### src/rtl/xintf_pkg.sv
// ---------------------------------------------------------------------------
// xintf_pkg
//   Shared definitions for the asynchronous parallel bus initiator:
//   - FSM state encoding
//   - register map of the FPGA register file reached over the bus
//   - default bus timing (cycles) and widths
//   - helper used to size the phase counter
// ---------------------------------------------------------------------------
package xintf_pkg;

    // Bus cycle phases, in the order a cycle walks through them.
    typedef enum logic [2:0] {
        ST_IDLE,
        ST_SETUP,
        ST_STROBE,
        ST_HOLD,
        ST_TURN
    } xintf_state_e;

    // FPGA register file addresses.
    localparam logic [13:0] OUT_REG_1    = 14'h0010;
    localparam logic [13:0] STATUS_REG_1 = 14'h0020;
    localparam logic [13:0] FAULT_IN     = 14'h0021;
    localparam logic [13:0] RELAY_REG    = 14'h0040;

    // Default widths and timing, in clock cycles.
    localparam int DEF_ADDR_W = 14;
    localparam int DEF_DATA_W = 16;
    localparam int DEF_SETUP  = 2;
    localparam int DEF_STROBE = 4;
    localparam int DEF_HOLD   = 2;
    localparam int DEF_TURN   = 1;

    // Longest phase length; sizes the shared down-counter.
    function automatic int max_phase(input int setup, input int strobe,
                                     input int hold, input int turn);
        int m;
        m = setup;
        if (strobe > m) m = strobe;
        if (hold > m) m = hold;
        if (turn > m) m = turn;
        return m;
    endfunction

endpackage

### src/rtl/xintf_master.sv
// ---------------------------------------------------------------------------
// xintf_master
//   Initiator for the asynchronous parallel bus (Addr/Data/CSn/WEn/OEn).
//   Each accepted single-word command becomes one bus cycle:
//     SETUP  cycles : CSn low, strobes high, Addr (and write data) stable
//     STROBE cycles : WEn low (write) or OEn low (read)
//     HOLD   cycles : strobes high, CSn low, write data still driven
//     TURN   cycles : everything released before the next command
//   Read data is captured on the edge that ends the strobe.
//   The data bus is split into Data_out/Data_oe/Data_in; the tristate is
//   built one level up.
//
// Ports
//   CLK, RESETn          clock, asynchronous active-low reset
//   cmd_valid/cmd_ready  command handshake (ready only while idle)
//   cmd_we               1 = write, 0 = read
//   cmd_addr, cmd_wdata  command address and write data
//   rsp_valid            one-cycle pulse when a bus cycle completes
//   rsp_rdata            last read data, held until the next read completes
//   Addr                 bus address (keeps its last value between cycles)
//   Data_out, Data_oe    bus write data and its drive enable
//   Data_in              bus read data
//   CSn, WEn, OEn        active-low bus strobes
// ---------------------------------------------------------------------------
module xintf_master
    import xintf_pkg::*;
#(
    parameter int ADDR_W = DEF_ADDR_W,
    parameter int DATA_W = DEF_DATA_W,
    parameter int SETUP  = DEF_SETUP,
    parameter int STROBE = DEF_STROBE,
    parameter int HOLD   = DEF_HOLD,
    parameter int TURN   = DEF_TURN
) (
    input  logic              CLK,
    input  logic              RESETn,

    input  logic              cmd_valid,
    output logic              cmd_ready,
    input  logic              cmd_we,
    input  logic [ADDR_W-1:0] cmd_addr,
    input  logic [DATA_W-1:0] cmd_wdata,

    output logic              rsp_valid,
    output logic [DATA_W-1:0] rsp_rdata,

    output logic [ADDR_W-1:0] Addr,
    output logic [DATA_W-1:0] Data_out,
    output logic              Data_oe,
    input  logic [DATA_W-1:0] Data_in,
    output logic              CSn,
    output logic              WEn,
    output logic              OEn
);

    // Timing legality is fixed at elaboration; an illegal set never builds.
    if (SETUP < 1 || STROBE < 1 || HOLD < 1 || TURN < 0) begin : g_param_check
        $error("xintf_master: SETUP, STROBE, HOLD must be >= 1 and TURN >= 0");
    end

    localparam int MAX_PHASE = max_phase(SETUP, STROBE, HOLD, TURN);
    localparam int CNT_W     = (MAX_PHASE > 1) ? $clog2(MAX_PHASE + 1) : 1;

    // Counter reload values: each phase lasts (load + 1) cycles.
    localparam logic [CNT_W-1:0] SETUP_LD  = CNT_W'(SETUP - 1);
    localparam logic [CNT_W-1:0] STROBE_LD = CNT_W'(STROBE - 1);
    localparam logic [CNT_W-1:0] HOLD_LD   = CNT_W'(HOLD - 1);
    localparam logic [CNT_W-1:0] TURN_LD   = CNT_W'((TURN > 0) ? TURN - 1 : 0);
    localparam logic [CNT_W-1:0] CNT_ONE   = CNT_W'(1);

    xintf_state_e     state;
    logic [CNT_W-1:0] phase_cnt;
    logic             we_q;      // direction of the cycle in flight

    // Single registered FSM: every output is a flop, updated on the edge that
    // changes phase, so the bus pins never glitch on decode.
    //
    // NOTE: sequential state uses non-blocking (<=) assignments only, so every
    // right-hand side here reads the value from before the edge.
    //
    // NOTE: the reset branch covers every flop, including Addr/Data_out, so a
    // cycle aborted by RESETn releases the bus immediately and leaves no
    // pending response behind.
    always_ff @(posedge CLK or negedge RESETn) begin
        if (!RESETn) begin
            state     <= ST_IDLE;
            phase_cnt <= '0;
            we_q      <= 1'b0;
            cmd_ready <= 1'b1;
            rsp_valid <= 1'b0;
            rsp_rdata <= '0;
            Addr      <= '0;
            Data_out  <= '0;
            Data_oe   <= 1'b0;
            CSn       <= 1'b1;
            WEn       <= 1'b1;
            OEn       <= 1'b1;
        end else begin
            // Completion pulse lasts exactly one cycle unless re-armed below.
            rsp_valid <= 1'b0;

            unique case (state)
                ST_IDLE: begin
                    if (cmd_valid && cmd_ready) begin
                        we_q      <= cmd_we;
                        Addr      <= cmd_addr;
                        Data_out  <= cmd_wdata;
                        Data_oe   <= cmd_we;
                        CSn       <= 1'b0;
                        cmd_ready <= 1'b0;
                        phase_cnt <= SETUP_LD;
                        state     <= ST_SETUP;
                    end
                end

                ST_SETUP: begin
                    if (phase_cnt == '0) begin
                        // Exactly one strobe falls, selected by direction.
                        if (we_q) begin
                            WEn <= 1'b0;
                        end else begin
                            OEn <= 1'b0;
                        end
                        phase_cnt <= STROBE_LD;
                        state     <= ST_STROBE;
                    end else begin
                        phase_cnt <= phase_cnt - CNT_ONE;
                    end
                end

                ST_STROBE: begin
                    if (phase_cnt == '0) begin
                        // Read data is sampled on the same edge OEn rises,
                        // i.e. at the very end of the strobe window.
                        if (!we_q) begin
                            rsp_rdata <= Data_in;
                        end
                        WEn       <= 1'b1;
                        OEn       <= 1'b1;
                        phase_cnt <= HOLD_LD;
                        state     <= ST_HOLD;
                    end else begin
                        phase_cnt <= phase_cnt - CNT_ONE;
                    end
                end

                ST_HOLD: begin
                    if (phase_cnt == '0) begin
                        // Addr is deliberately left at its last value.
                        CSn       <= 1'b1;
                        Data_oe   <= 1'b0;
                        rsp_valid <= 1'b1;
                        if (TURN > 0) begin
                            phase_cnt <= TURN_LD;
                            state     <= ST_TURN;
                        end else begin
                            cmd_ready <= 1'b1;
                            state     <= ST_IDLE;
                        end
                    end else begin
                        phase_cnt <= phase_cnt - CNT_ONE;
                    end
                end

                ST_TURN: begin
                    if (phase_cnt == '0) begin
                        cmd_ready <= 1'b1;
                        state     <= ST_IDLE;
                    end else begin
                        phase_cnt <= phase_cnt - CNT_ONE;
                    end
                end

                default: begin
                    // Unreachable encodings recover to a released bus.
                    CSn       <= 1'b1;
                    WEn       <= 1'b1;
                    OEn       <= 1'b1;
                    Data_oe   <= 1'b0;
                    cmd_ready <= 1'b1;
                    state     <= ST_IDLE;
                end
            endcase
        end
    end

endmodule
### config.mk
export PLATFORM = sky130hd
export DESIGN_NAME = xintf_master
export DESIGN_NICKNAME = d
export VERILOG_FILES = /design/src/rtl/xintf_pkg.sv /design/src/rtl/xintf_master.sv
export SDC_FILE = /design/constraint.sdc
export NUM_CORES = 1
export LEC_CHECK = 0
export ABC_AREA = 1
export BUFFER_PORTS_ARGS = -buffer_cell sky130_fd_sc_hd__buf_2
export CORE_ASPECT_RATIO = 2
export CORE_MARGIN = 8
export CORE_UTILIZATION = 48
export DETAILED_ROUTE_END_ITERATION = 12
export PLACE_DENSITY_LB_ADDON = 0.25
export SYNTH_ARGS = -nofsm -noshare
export SYNTH_HDL_FRONTEND = slang
export SYNTH_SLANG_ARGS = --single-unit
### constraint.sdc
create_clock -name CLK -period 1.9 [get_ports CLK]
set_input_delay 0.38 -clock CLK [delete_from_list [all_inputs] [get_ports CLK]]
set_output_delay 0.38 -clock CLK [all_outputs]
set_load 0.05 [all_outputs]
==> run_results.csv <==
group,metric,value,unit
status,status,"completed",
clock_tree,clk_pin_slew,0.06,ns
die,core,5373,µm²
global_routing,grt.overflow.total,0,
clock_tree,htree_levels,3,
route,drt_wl_total,6.509,mm
route,drtIter0Drc,85,
worst_setup_path,crit_required,2.16,ns
clock_tree,cts_tree,"yes",
cells_and_area,drive_gt1_share,37.86,%
route,via_per_inst,4.720,
synth,synth-compound-area-share,6.730,%
worst_setup_path,crit_buf_inv,3,
synth,ys_types,21,
worst_setup_path,critical_path_class,"reg2reg",
cells_and_area,fin_nets,459,
sta,maxSlewHeadroom,74.72,%
clock_tree,cts_sinks,59,
worst_setup_path,cp_slowest_cell,"dfrtp_1",
worst_setup_path,r2r-end,"rsp_rdata[14]",
power,peakVddDrop,1.443,mV
synth,synth_top_cell_by_area,"dfrtp_1",
worst_setup_path,r2r_slack,0.23,ns
route,drc,0,
synth,ys_seq_area_share,56.11,%
synth,synth.avg_cell_area,8.800,µm²
synth,netlist_area,2640,µm²
worst_setup_path,crit_chain,"inv_1, ha_1, nand2_1, inv_2, nand3_2, buf_4, nand2_1, o21ai_2",
die,ios,102,
placement,gp_congestion,0.9052,
synth,synth-xor-area-share,0,%
run,maxCapViolCount,0,
synth,synth_top_family_by_area,"simple AND/OR/NAND/NOR gates",
cells_and_area,area_growth,28.86,%
power,p_per_area,2202,nW/µm²
worst_setup_path,cpMostUsedCell,"nand2_1",
worst_setup_path,cp.arrival,1.93,ns
worst_setup_path,rr_worst_depth,8,
synth,synth_nets,352,
sta,period_needed,1.675,ns
clock_tree,cts_resized,0,
sta,finalMaxSlewViolations,0,
die,design.die.area,8273,µm²
synth,synthSimpleGateAreaFrac,28.01,%
sta,worst_slew_pin_slew,0.3792,ns
worst_setup_path,critical_path.top_delay_family,"buffers and inverters",
sta,finalClockSkew,0.006502,ns
worst_setup_path,start_kind,"flop",
worst_setup_path,crit_path_max_fanout,32,
synth,synth_top_area_share,52.13,%
route,vias,2228,
global_routing,grt_util_all_layers,17.10,%
clock_tree,cts_root_buf,"clkbuf_8",
sta,fmax,597.1,MHz
synth,yosys-top-cells-area,"dfrtp_1 52%, nand2_1 20%, o21ai_2 5.3%, dfstp_2 4.0%, buf_6 3.8%",
cells_and_area,nFillCells,481,
synth,ys_seq_elements,59,
synth,synthAdderAreaFrac,0.9479,%
sta,setup_viol,0,
synth,yosys_warnings,0,
synth,synthMuxAreaShare,0,%
worst_setup_path,timing.rr.start,"phase_cnt[0]",
synth,synth_cells,300,
clock_tree,cts_made_buffers,9,
sta,rsz0062_at_grt,"no",
placement,io_buffers,101,
route,drtPass1Iterations,4,
min_path,hold_class,"in2async",
clock_tree,cts_setup_buffers,0,
route,antenna_left,0,
worst_setup_path,slowest_delay,0.37,ns
die,initial_utilization,49.14,%
global_routing,grt_pass1_vias,2326,
clock_tree,clockBufferDepth,2,
cells_and_area,final_cells,472,
route,wl_per_cell,13.79,µm
sta,hold_viol,0,
die,std_cell_rows,38,
die,die_h,120.9,µm
global_routing,grt_max_degree,33,
placement,place_hpwl,5.003,mm
clock_tree,worst_skew_pair.late_latency,0.33,ns
cells_and_area,diodes,0,
power,leakagePower,2.004,nW
placement,dp_cells,456,
die,die_w,68.44,µm
global_routing,grt_pass1_wl,10.62,mm
global_routing,grt_antenna_before_repair,0,
sta,fin_setup_tns,0,ns
clock_tree,hold_buffers,0,
sta,final.period_utilization,88.15,%
worst_setup_path,end_kind,"flop",
==> metal layers <==
layer,global-route usage [%],share of wire [%],routed length (µm)
met1,17.74,37,2396
met2,27.62,52,3407
met3,6.105,7.3,472
met4,10.97,3.6,233
met5,0,0,0
==> worst register-to-register path: stages, from the launching register on <==
cell	delay, ns
dfrtp_1	0.37
inv_1	0.09
ha_1	0.20
nand2_1	0.21
inv_2	0.11
nand3_2	0.08
buf_4	0.35
nand2_1	0.12
o21ai_2	0.07
==> power breakdown <==
part / internal (mW) / leakage [nW] / switching [mW] / total [mW]
clock: 0.808 / 0.113 / 0.482 / 1.29
combinational: 0.941 / 1.17 / 3.06 / 4.00
sequential: 1.86 / 0.717 / 0.335 / 2.20
total: 3.61 / 2.00 / 3.88 / 7.49
==> through the flow <==
| step | util (%) | power [mW] | cell area, µm² | hold slack (ns) | worst slack [ns] |
|---|---|---|---|---|---|
| floorplan | - | 5.329 | 2640 | 0.08441 | 0.4256 |
| global placement | 59.08 | 6.181 | 3174 | 0.3845 | 0.3066 |
| detailed placement | 59.08 | 6.260 | 3174 | 0.3845 | 0.2412 |
| CTS | 63.32 | 7.585 | 3402 | 0.01673 | 0.2253 |
| global route | 63.32 | 7.971 | 3402 | 0.02728 | 0.01465 |
| finish | 63.32 | 7.490 | 3402 | 0.02896 | 0.2251 |
==> cells by family after synthesis <==
logic type | after synthesis
buffers and inverters | 39
AO/OA/AOI/OAI | 23
AND/OR/NAND/NOR | 177
flip-flops | 59
adder cells (fa/ha/maj) | 2
==> cells in the mapped netlist, drive strengths merged <==
master  number
dfrtp       55
nor2        16
inv         30
ha           2
buf          9
nand3       13
dfstp        4
o21ai       20
nand2      148
o21bai       1
a21oi        2
==> cell type report <==
| class | instances | area [µm²] | area share [%] |
|---|---|---|---|
| multi-input cells | 202 | 942.2 | 27.69 |
| clock inverters | 4 | 72.57 | 2.133 |
| well taps | 60 | 75.07 | 2.207 |
| inverters | 30 | 115.1 | 3.384 |
| repair buffers | 105 | 560.5 | 16.48 |
| clock buffers | 12 | 155.1 | 4.561 |
| flip-flops and latches | 59 | 1481 | 43.55 |
==> cell usage in the layout (no fill, tap or decap) <==
master / instances
bufinv_16: 2
inv_2: 3
nor2_4: 1
nand2_2: 5
a21oi_1: 2
o21ai_2: 16
nor2_8: 1
buf_12: 2
nor2_1: 12
nand3_1: 11
inv_1: 26
nand2_4: 1
nor2_2: 2
buf_2: 101
clkinvlp_4: 1
dfstp_2: 4
clkbuf_1: 1
o21ai_0: 2
dfrtp_1: 55
o21ai_1: 2
nand3_2: 2
clkbuf_8: 11
clkinv_2: 1
buf_4: 2
inv_4: 1
nand2_1: 142
o21bai_1: 1
ha_1: 2
==> worst max path at each step <==
| stage | start | endpoint | slack (ns) | cells after the start |
|---|---|---|---|---|
| global route | phase_cnt[0] | rsp_rdata[14] | 0.01 | 8 |
| CTS | phase_cnt[0] | rsp_rdata[14] | 0.23 | 8 |
| floorplan | cmd_ready | Addr[10] | 0.43 | 6 |
| finish | phase_cnt[0] | rsp_rdata[14] | 0.23 | 8 |
| detailed placement | phase_cnt[0] | rsp_rdata[14] | 0.24 | 8 |
| global placement | phase_cnt[0] | rsp_rdata[6] | 0.31 | 8 |
==> flip-flops by register name (all words and copies together) (netlist names), 3 cells and up <==
signal     cells
rsp_rdata     16
Data_out      16
Addr          14
phase_cnt      3
state          3
No activity file was read; power rests on OpenSTA's default activity.
